### src/rtl/dmem_arb_pkg.sv
// Shared constants and winner encoding for the data-memory arbiter.
// Imported by dmem_arbiter and arb_starve_ctr.
package dmem_arb_pkg;
  localparam int DMEM_ADDR_W  = 6;
  localparam int DMEM_DEPTH   = 64;
  localparam int STARVE_CNT_W = 4;

  typedef enum logic [1:0] {
    ARB_NONE,
    ARB_A,
    ARB_B
  } arb_win_e;
endpackage

### src/rtl/arb_starve_ctr.sv
// Saturating count of consecutive cycles port B has been refused.
// at_limit flags that B must be force-granted.
module arb_starve_ctr
  import dmem_arb_pkg::*;
#(
  parameter int MAX_WAIT = 4
) (
  input  logic                    clk,
  input  logic                    rst,
  input  logic                    inc,
  input  logic                    clr,
  output logic [STARVE_CNT_W-1:0] count,
  output logic                    at_limit
);
  localparam logic [STARVE_CNT_W-1:0] LIMIT = STARVE_CNT_W'(MAX_WAIT);

  always_ff @(posedge clk or negedge rst) begin
    if (!rst) begin
      count <= '0;
    end else if (clr) begin
      count <= '0;
    end else if (inc && (count != LIMIT)) begin
      count <= count + 1'b1;
    end
  end

  assign at_limit = (count == LIMIT);
endmodule

### src/rtl/dmem_arbiter.sv
// Two-port arbiter for the single-port data memory: port A has fixed priority,
// port B is force-granted after MAX_WAIT consecutive refusals.
module dmem_arbiter
  import dmem_arb_pkg::*;
#(
  parameter int WORDLENGHT = 32,
  parameter int MAX_WAIT   = 4
) (
  input  logic                   clk,
  input  logic                   rst,
  input  logic                   a_req,
  input  logic                   a_we,
  input  logic [DMEM_ADDR_W-1:0] a_addr,
  input  logic [WORDLENGHT-1:0]  a_wdata,
  output logic                   a_ack,
  output logic [WORDLENGHT-1:0]  a_rdata,
  output logic                   a_rvalid,
  input  logic                   b_req,
  input  logic                   b_we,
  input  logic [DMEM_ADDR_W-1:0] b_addr,
  input  logic [WORDLENGHT-1:0]  b_wdata,
  output logic                   b_ack,
  output logic [WORDLENGHT-1:0]  b_rdata,
  output logic                   b_rvalid,
  output logic [DMEM_ADDR_W-1:0] mem_addr,
  output logic                   mem_wr_en,
  output logic [WORDLENGHT-1:0]  mem_wr_data,
  input  logic [WORDLENGHT-1:0]  mem_rd_data,
  output logic                   b_starved
);
  arb_win_e                  win;
  logic                      at_limit;
  logic                      starve_hit;
  logic                      a_rd;
  logic                      b_rd;
  logic [STARVE_CNT_W-1:0]   wait_cnt_unused;

  arb_starve_ctr #(
    .MAX_WAIT(MAX_WAIT)
  ) u_ctr (
    .clk     (clk),
    .rst     (rst),
    .inc     (b_req && !b_ack),
    .clr     (b_ack || !b_req),
    .count   (wait_cnt_unused),
    .at_limit(at_limit)
  );

  assign starve_hit = at_limit && b_req;

  // Nothing may reach the memory while reset is held, so the winner is forced to none.
  always_comb begin
    win = ARB_NONE;
    if (!rst) begin
      win = ARB_NONE;
    end else if (starve_hit || (b_req && !a_req)) begin
      win = ARB_B;
    end else if (a_req) begin
      win = ARB_A;
    end
  end

  always_comb begin
    a_ack       = (win == ARB_A);
    b_ack       = (win == ARB_B);
    b_starved   = rst && starve_hit;
    mem_addr    = rst ? a_addr : '0;
    mem_wr_en   = 1'b0;
    mem_wr_data = '0;
    case (win)
      ARB_A: begin
        mem_addr    = a_addr;
        mem_wr_en   = a_we;
        mem_wr_data = a_wdata;
      end
      ARB_B: begin
        mem_addr    = b_addr;
        mem_wr_en   = b_we;
        mem_wr_data = b_wdata;
      end
      default: ;
    endcase
  end

  assign a_rd = (win == ARB_A) && !a_we;
  assign b_rd = (win == ARB_B) && !b_we;

  // rdata is only refreshed by a read to its own port; rvalid is a one-cycle pulse.
  always_ff @(posedge clk or negedge rst) begin
    if (!rst) begin
      a_rvalid <= 1'b0;
      b_rvalid <= 1'b0;
      a_rdata  <= '0;
      b_rdata  <= '0;
    end else begin
      a_rvalid <= a_rd;
      b_rvalid <= b_rd;
      if (a_rd) a_rdata <= mem_rd_data;
      if (b_rd) b_rdata <= mem_rd_data;
    end
  end
endmodule

### config.mk
export PLATFORM = sky130hd
export DESIGN_NAME = dmem_arbiter
export DESIGN_NICKNAME = d
export VERILOG_FILES = /design/src/rtl/dmem_arb_pkg.sv /design/src/rtl/arb_starve_ctr.sv /design/src/rtl/dmem_arbiter.sv
export SDC_FILE = /design/constraint.sdc
export NUM_CORES = 1
export LEC_CHECK = 0
export CORE_MARGIN = 4
export CORE_UTILIZATION = 39
export CTS_BUF_LIST = sky130_fd_sc_hd__clkbuf_4
export DETAILED_ROUTE_END_ITERATION = 8
export PLACE_DENSITY = 0.84
export SKIP_LAST_GASP = 1
export SLEW_MARGIN = 25
export SYNTH_ARGS = -nofsm -noshare
export SYNTH_HDL_FRONTEND = slang
export SYNTH_SLANG_ARGS = --single-unit
### constraint.sdc
create_clock -name clk -period 2.8 [get_ports clk]
set_input_delay 0.28 -clock clk [delete_from_list [all_inputs] [get_ports clk]]
set_output_delay 0.28 -clock clk [all_outputs]
set_load 0.05 [all_outputs]
==> flow_summary.yaml, run 1 <==
routing:
  first_pass_iters: 4
  wl_per_cell_um: 20.9
  vias_per_cell: 5.24
  totalWireLength_um: 13100
  wl_met2_um: 6810
  ant_nets: 0
  drt_iter0_markers: 125
  wl_met1_um: 4500
  route.vias.total: 3275
  top_layer: "met5"
  remaining_drc_errors: 0
  route.met3.wl_um: 1290
floorplan:
  initial_utilization: 0.398
  die_height_um: 105
  ios: 222
  die_w_um: 105
  die_area_um2: 11000
  coreArea_um2: 9200
  rows: 35
hold_path:
  min_path_type: "in -> async"
power_and_ir_drop:
  power_frac_seq: 0.320
  p_switching_w: 0.00194
  swShare: 0.443
  p_comb_frac: 0.541
  ir_drop_uv: 309
  leakagePower_nw: 2.76
  fin_total_pwr_w: 0.00438
  power.share.clock: 0.139
  intPower_w: 0.00244
  power.density_nw_per_um2: 670
setup_path:
  start_kind: "register"
  path_class: "reg -> out"
  crit_chain: "inv_2, ha_4, nand3b_1, a21oi_2, inv_2, ha_4, nor2b_4, clkbuf_16, a22o_1, buf_6"
  crit_required_ns: 2.52
  crit_path_max_fanout: 8
  worst_r2r_endpoint: "b_rdata[1]$_DFFE_PN0P_"
  r2r_cells: 10
  r2r-start: "u_ctr.count[0]$_DFFE_PN0P_"
  worst_setup_path_end_kind: "output port"
  slowest_delay_ns: 0.41
  cp_slowest_cell: "dfrtp_1"
  arrival_ns: 2.44
  startpoint: "u_ctr.count[0]$_DFFE_PN0P_"
  r2r_slack_ns: 0.44
clock_tree:
  h-tree-depth: 3
  clock_latency_ns: 0.41
  numCtsBuffers: 9
  clkSlewWorstSetupHoldPaths_ns: 0.14
  clock_path_buffers: 2
  cts_tree: "yes"
  cts.sinks: 70
  root_buffer: "clkbuf_4"
placed_design:
  placed_cells_incl_taps: 597
  dp_slack_ns: 0.192
  io_buffers: 221
  hpwl_um: 9950
  place.gp.congestion: 0.874
timing:
  worst-slew-pin-transition_ns: 0.885
  hold_violations: 0
  fin_setup_tns_ns: 0
  slew_viol_final: 0
  fin_skew_ns: 0.0147
  fin_crit_ns: 2.72
  fin_crit_sh: 0.972
  timing.fmax_ghz: 0.367
  slew_headroom: 0.410
  worst_slack_ns: 0.0783
  setup_viol: 0
  rsz0062_at_grt: "yes"
global_route:
  grt_max_degree: 72
  grt_use_total: 0.221
  grt_pass1_vias: 3538
  grt_pass1_wl_um: 19000
  gr-total-overflow: 0
  antenna_found_initial: 2
job:
  cap_viol_max_count: 0
logic_synthesis:
  postSynthCellCount: 276
  synth_area_um2: 3660
  yosysUniqueCellTypes: 27
  yosysWarnings: 0
  synth_nets: 394
  seq_area_frac_synth: 0.479
  syn_avg_cell_area_um2: 13.3
  ys_ff_latch: 70
finish:
  drive_gt1_frac: 0.365
  final-instance-count-excl-fill: 625
  final_net_count: 626
  area_growth_pct: 78.8
outcome:
  status: "finished clean"
==> metrics by stage <==
stage | util | hold WS [ns] | area (µm²)
3_3_place_gp | 0.647 | 0.488 | 5950
4_1_cts | 0.675 | 0.125 | 6200
2_1_floorplan | - | -0.0156 | 3660
5_1_grt | 0.711 | 0.157 | 6540
6_report | 0.711 | 0.112 | 6540
3_5_place_dp | 0.647 | 0.492 | 5950
==> critical path: cells and delay by family (launching register included) <==
| family | cells | cell delay, ns |
|---|---|---|
| adder cells (fa/ha/maj) | 2 | 0.38 |
| buffers and inverters | 4 | 0.51 |
| AND/OR/NAND/NOR | 2 | 0.37 |
| flip-flops | 1 | 0.41 |
| AO/OA/AOI/OAI | 2 | 0.37 |
==> state kept, by name (all words and copies together), names as in the netlist <==
signal       cells
u_ctr.count      4
a_rvalid         1
b_rvalid         1
b_rdata         32
a_rdata         32
==> layout make-up <==
class / instances / area [µm²]
Timing Repair Buffer: 245 / 2610
Tap cell: 111 / 139
Sequential cell: 70 / 1750
Clock buffer: 9 / 67.6
Antenna cell: 1 / 2.50
Clock inverter: 7 / 63.8
Multi-Input combinational cell: 177 / 1880
Fill cell: 652 / 2660
Inverter: 5 / 18.8
==> layer usage <==
layer | vias up | global-route usage
li1 | 1478 | -
met1 | 1583 | 0.222
met2 | 185 | 0.410
met3 | 27 | 0.0784
met4 | 2 | 0.0956
met5 | - | 0
==> worst max path at each step <==
stage / to / slack [ns]
after global routing: mem_wr_data[23] / -0.05
after detailed placement: mem_wr_data[27] / 0.19
after global placement: mem_wr_data[27] / 0.26
after CTS: mem_wr_data[27] / -0.01
final: mem_wr_data[22] / 0.08
after floorplan: mem_wr_data[10] / 0.05
==> cells by family (layout without fill, tap and decap cells) <==
logic type,Yosys count,count (layout),synth area share
flip-flops,70,70,0.479
adder cells (fa/ha/maj),4,4,0.0137
multiplexers,65,65,0.240
AO/OA/AOI/OAI,50,50,0.106
XOR/XNOR,2,2,0.00479
AND/OR/NAND/NOR,56,56,0.0982
other,0,1,0
buffers and inverters,29,266,0.0592
==> power by group through the flow <==
stage	logic [W]	clock network, W	registers, W
after CTS	0.00232	0.000631	0.00140
final	0.00237	0.000610	0.00140
after detailed placement	0.00228	0	0.00142
after global routing	0.00245	0.000669	0.00143
after global placement	0.00225	0	0.00140
after floorplan	0.000562	0	0.00225
==> cell usage in the layout, fill, tap and decap left out, types with 2 or more instances in the layout <==
master and instances:
clkdlybuf4s50_1 178, dfrtp_1 70, mux2_4 39, buf_6 32, a22o_1 30, mux2_2 25, nor3b_2 22, buf_4 18
buf_12 14, nand2_1 11, clkbuf_4 9, a22oi_1 8, nor3b_1 8, nor2_1 6, inv_2 3, a21oi_1 3
o21ai_2 3, o21ai_1 3, inv_1 2, nor2b_4 2, xnor2_1 2, ha_4 2, inv_8 2, inv_6 2
clkinvlp_4 2, clkbuf_16 2
==> cells in the mapped netlist <==
master / count / share of area
buf_4: 1 / 0.0021
xnor2_1: 2 / 0.0048
nand2b_1: 1 / 0.0017
buf_6: 6 / 0.018
a22oi_1: 8 / 0.016
nand2_1: 11 / 0.011
nor2b_4: 1 / 0.0038
and3b_1: 1 / 0.0024
o21ai_0: 6 / 0.0082
mux2i_1: 1 / 0.0027
clkbuf_1: 6 / 0.0062
nor2_1: 6 / 0.0062
dfrtp_1: 70 / 0.48
and2_0: 1 / 0.0017
nor2b_1: 1 / 0.0017
mux2_2: 25 / 0.077
mux2_4: 39 / 0.16
buf_2: 8 / 0.011
nor3b_1: 31 / 0.064
ha_1: 4 / 0.014
nand3_1: 1 / 0.0014
nand3b_1: 1 / 0.0021
a21oi_1: 5 / 0.0068
nand2b_2: 1 / 0.0024
a22o_1: 31 / 0.074
inv_1: 5 / 0.0051
buf_12: 3 / 0.016
==> repair_timing <==
action	in CTS	in global routing
endpoints found under the setup margin	39	39
gates resized for setup	22	57
buffers inserted	4	4
hold buffers	0	0
cloned	0	3
hold endpoints to repair	0	0
pin swaps	3	24
(Power assumes the default switching activity.)
==> inputs of run 2 (changes only) <==
- CORE_ASPECT_RATIO: unset -> 0.8
- CORE_MARGIN: 4 -> unset
==> flow_summary.yaml, run 2 (synthesis gave the netlist of run 1 again) <==
outcome:
  status: "finished clean"
placed_design:
  placed_cells_incl_taps: 599
  place.gp.congestion: 0.845
  hpwl_um: 8730
  io_buffers: 221
setup_path:
  arrival_ns: 2.48
  crit_required_ns: 2.52
  worst_setup_path_end_kind: "output port"
  path_class: "reg -> out"
  r2r_cells: 9
  start_kind: "register"
  cp_slowest_cell: "dfrtp_1"
  r2r_slack_ns: 0.60
  crit_path_max_fanout: 16
  worst_r2r_endpoint: "b_rdata[0]$_DFFE_PN0P_"
  slowest_delay_ns: 0.39
  r2r-start: "u_ctr.count[0]$_DFFE_PN0P_"
  crit_chain: "inv_2, ha_4, and3b_2, a21oi_4, ha_4, nor2b_4, buf_12, a22o_1, buf_12"
finish:
  reg_top3: "a_rdata x32, b_rdata x32, u_ctr.count x4"
  multiInputGateArea_um2: 1940
  layout_commonest_cell: "clkdlybuf4s50_1"
  antennaDiodeCount: 0
  fill_cells: 587
  register_area_um2: 1750
  finalCoreUtilization: 0.755
  final-instance-count-excl-fill: 626
  area_growth_pct: 87.2
  final_net_count: 624
  drive_gt1_frac: 0.368
  final_cell_mix: "178 x clkdlybuf4s50_1, 70 x dfrtp_1, 42 x buf_12"
floorplan:
  coreArea_um2: 9080
  die_height_um: 88.6
  rows: 31
  die_area_um2: 9770
  ios: 222
  initial_utilization: 0.403
  die_w_um: 110
clock_tree:
  numCtsBuffers: 9
  clkSlewWorstSetupHoldPaths_ns: 0.10
  clock_latency_ns: 0.41
  holdBufCountCts: 0
  cts_tree: "yes"
  root_buffer: "clkbuf_4"
  h-tree-depth: 3
  cts.sinks: 70
  clock_path_buffers: 2
power_and_ir_drop:
  leakagePower_nw: 2.88
  ir_drop_uv: 576
  power.density_nw_per_um2: 662
  fin_total_pwr_w: 0.00454
routing:
  vias_per_cell: 5.23
  ant_nets: 0
  totalWireLength_um: 12500
  first_pass_iters: 4
  wl_per_cell_um: 19.9
  drt_iter0_markers: 155
  remaining_drc_errors: 0
  route.vias.total: 3274
timing:
  slew_viol_final: 0
  fin_skew_ns: 0.0150
  fin_crit_sh: 0.984
  rsz0062_at_grt: "yes"
  hold_violations: 0
  fin_crit_ns: 2.76
  setup_viol: 0
  timing.fmax_ghz: 0.363
  worst-slew-pin-transition_ns: 0.912
  slew_headroom: 0.392
hold_path:
  min_path_type: "in -> async"
global_route:
  grt_pass1_wl_um: 17800
  antenna_found_initial: 0
  gr-total-overflow: 0
  grt_pass1_vias: 3380
  grt_use_total: 0.244
  grt_max_degree: 72
job:
  cap_viol_max_count: 0
[run 2: cell count changes in the layout (fill, tap and decap cells not counted), sizes merged]
cell,before,now
clkbuf,11,12
clkinvlp,2,1
buf,65,63
inv,9,6
bufinv,0,2
diode,1,0
clkinv,1,2
[run 2: what timing repair did]
item / in CTS / in global routing
pin swaps: 2 / 9
setup buffers: 5 / 3
gates resized for setup: 7 / 39
gates cloned: 0 / 3
setup endpoints to repair: 37 / 39
endpoints found under the hold margin: 0 / 0
[run 2: cell type report]
type	instances	share of cell area
Timing Repair Buffer	243	0.413
Multi-Input combinational cell	177	0.284
Sequential cell	70	0.256
Tap cell	115	0.0210
Clock inverter	6	0.0124
Clock buffer	10	0.0110
Inverter	5	0.00274
[run 2: stage by stage]
stage | worst slack [ns] | setup TNS [ns] | cell area, µm² | hold WS, ns
after floorplan | 0.0539 | 0 | 3660 | -0.0156
after global placement | 0.201 | 0 | 6320 | 0.488
after detailed placement | 0.127 | 0 | 6320 | 0.492
after CTS | -0.00995 | -0.0312 | 6550 | 0.153
after global routing | -0.0706 | -1.59 | 6850 | 0.205
final | 0.0446 | 0 | 6850 | 0.159
[run 2: worst max path at each step]
stage | from | end | slack (ns) | cells after the start
detailed placement | b_req | mem_addr[1] | 0.13 | 9
CTS | u_ctr.count[0]$_DFFE_PN0P_ | mem_wr_data[14] | -0.01 | 10
global placement | b_req | mem_addr[1] | 0.20 | 9
finish | u_ctr.count[0]$_DFFE_PN0P_ | mem_wr_data[30] | 0.04 | 9
floorplan | u_ctr.count[0]$_DFFE_PN0P_ | mem_wr_data[10] | 0.05 | 9
global route | u_ctr.count[0]$_DFFE_PN0P_ | mem_wr_data[30] | -0.07 | 10
[run 2: where the power goes]
group | switching, W | leakage, nW | internal [W]
sequential | 0.000137 | 0.846 | 0.00126
clock | 0.000359 | 0.0844 | 0.000371
combinational | 0.00139 | 1.94 | 0.00102
[run 2: critical path: cells and delay by family (launching register included)]
kind                     cells  cell delay (ns)
adder cells (fa/ha/maj)      2             0.43
AO/OA/AOI/OAI                2             0.41
buffers and inverters        3             0.39
flip-flops                   1             0.39
AND/OR/NAND/NOR              2             0.45
[run 2: per-layer routing]
metal | GRT usage | wire length [µm] | vias up
met5 | 0 | 0 | -
met1 | 0.303 | 5120 | 1643
met3 | 0.0677 | 793 | 31
met2 | 0.411 | 6180 | 127
li1 | - | - | 1473
met4 | 0.0849 | 371 | 0
==> inputs of run 3 (changes only) <==
- HOLD_SLACK_MARGIN: unset -> 0.02
- SKIP_CTS_REPAIR_TIMING: unset -> 1
==> flow_summary.yaml, run 3 (synthesis gave the netlist of run 1 again) <==
timing:
  slew_headroom: 0.392
  slew_viol_final: 0
  worst_slack_ns: -0.0319
  fin_crit_ns: 2.83
  worst-slew-pin-transition_ns: 0.912
  fin_skew_ns: 0.0156
  whs_ns: 0.146
  fin_crit_sh: 1.01
  timing.fmax_ghz: 0.353
  rsz0062_at_grt: "yes"
  setup_viol: 6
  hold_violations: 0
routing:
  remaining_drc_errors: 0
  drt_iter0_markers: 148
  vias_per_cell: 5.28
  first_pass_iters: 4
  wl_per_cell_um: 20.5
  totalWireLength_um: 12800
  ant_nets: 0
  route.vias.total: 3290
floorplan:
  die_height_um: 88.6
  ios: 222
  rows: 31
  coreArea_um2: 9080
  die_area_um2: 9770
  initial_utilization: 0.403
  die_w_um: 110
setup_path:
  arrival_ns: 2.55
  critPathTopFamily: "buffers and inverters"
  slowest_delay_ns: 0.43
  crit_buf_inv: 4
  crit_required_ns: 2.52
  path_class: "reg -> out"
  start_kind: "register"
  cp_slowest_cell: "dfrtp_1"
  crit_chain: "inv_2, ha_4, nand3b_1, a21oi_2, inv_2, ha_4, nor2b_4, buf_6, a22o_1, buf_12"
  worst_setup_path_end_kind: "output port"
  crit_path_max_fanout: 7
clock_tree:
  root_buffer: "clkbuf_4"
  cts_tree: "yes"
  clock_latency_ns: 0.41
  clkSlewWorstSetupHoldPaths_ns: 0.11
  clock_path_buffers: 2
  numCtsBuffers: 9
  h-tree-depth: 3
  cts.sinks: 70
power_and_ir_drop:
  leakagePower_nw: 2.91
  power.density_nw_per_um2: 657
  fin_total_pwr_w: 0.00454
  swShare: 0.418
  power.share.clock: 0.161
  ir_drop_uv: 575
  power_frac_seq: 0.307
  intPower_w: 0.00264
  p_comb_frac: 0.532
  p_switching_w: 0.00190
outcome:
  status: "finished with violations"
  violations: "negative setup slack"
finish:
  area_growth_pct: 88.7
  final_cell_mix: "178 x clkdlybuf4s50_1, 70 x dfrtp_1, 42 x buf_12"
  reg_top3: "a_rdata x32, b_rdata x32, u_ctr.count x4"
  fill_cells: 580
  antennaDiodeCount: 0
  drive_gt1_frac: 0.380
  layout_commonest_cell: "clkdlybuf4s50_1"
  final_net_count: 621
placed_design:
  dp_slack_ns: 0.127
  io_buffers: 221
  place.gp.congestion: 0.845
  hpwl_um: 8730
global_route:
  grt_pass1_vias: 3345
  gr-total-overflow: 0
  grt_use_total: 0.241
  antenna_found_initial: 0
  grt_max_degree: 72
  grt_pass1_wl_um: 17500
hold_path:
  min_path_type: "in -> async"
job:
  cap_viol_max_count: 0
## run 3: metrics by stage
| stage | std cells | utilization | area, µm² | TNS, ns |
|---|---|---|---|---|
| 3_3_place_gp | 599 | 0.696 | 6320 | 0 |
| 4_1_cts | 615 | 0.714 | 6480 | -8.31 |
| 5_1_grt | 623 | 0.761 | 6900 | -4.16 |
| 3_5_place_dp | 599 | 0.696 | 6320 | 0 |
| 2_1_floorplan | 276 | - | 3660 | 0 |
| 6_report | 623 | 0.761 | 6900 | -0.0626 |
## run 3: area by class of cell
type / count / area (µm²) / share of cell area
timing repair buffer: 240 / 2820 / 0.409
multi-input combinational: 177 / 2000 / 0.290
sequential: 70 / 1750 / 0.254
tap: 115 / 144 / 0.0208
clock inverter: 6 / 85.1 / 0.0123
clock buffer: 10 / 75.1 / 0.0109
inverter: 5 / 18.8 / 0.00272
## run 3: power by group through the flow
stage	Sequential [W]	Clock [W]	Combinational [W]
final	0.00139	0.000731	0.00241
after global routing	0.00143	0.000799	0.00250
after CTS	0.00140	0.000754	0.00233
after detailed placement	0.00141	0	0.00232
after global placement	0.00140	0	0.00229
after floorplan	0.00225	0	0.000562
## run 3: worst reg2reg max path: stages (launching register included)
cell	delay (ns)
dfrtp_1	0.43
inv_2	0.09
ha_4	0.14
nand3b_1	0.11
a21oi_2	0.19
inv_2	0.07
ha_4	0.16
buf_4	0.18
nand2b_2	0.10
buf_12	0.23
mux2_2	0.38
## run 3: routing by layer
| metal | vias to the layer above | track usage | part of all wire |
|---|---|---|---|
| met1 | 1664 | 0.296 | 0.40 |
| li1 | 1468 | - | - |
| met3 | 25 | 0.0707 | 0.072 |
| met5 | - | 0 | 0 |
| met4 | 0 | 0.0801 | 0.022 |
| met2 | 133 | 0.405 | 0.51 |
## run 3: final timing paths
check	cells after the start	startpoint	slack, ns	to
min in group clk	2	mem_rd_data[1]	0.51	b_rdata[1]$_DFFE_PN0P_
min reg2reg	1	a_rdata[26]$_DFFE_PN0P_	0.52	a_rdata[26]$_DFFE_PN0P_
min	2	rst	0.15	a_rdata[0]$_DFFE_PN0P_
max	10	u_ctr.count[0]$_DFFE_PN0P_	-0.03	mem_wr_data[19]
max reg2reg	10	u_ctr.count[0]$_DFFE_PN0P_	0.61	a_rdata[24]$_DFFE_PN0P_
max in group asynchronous	2	rst	2.08	a_rdata[27]$_DFFE_PN0P_
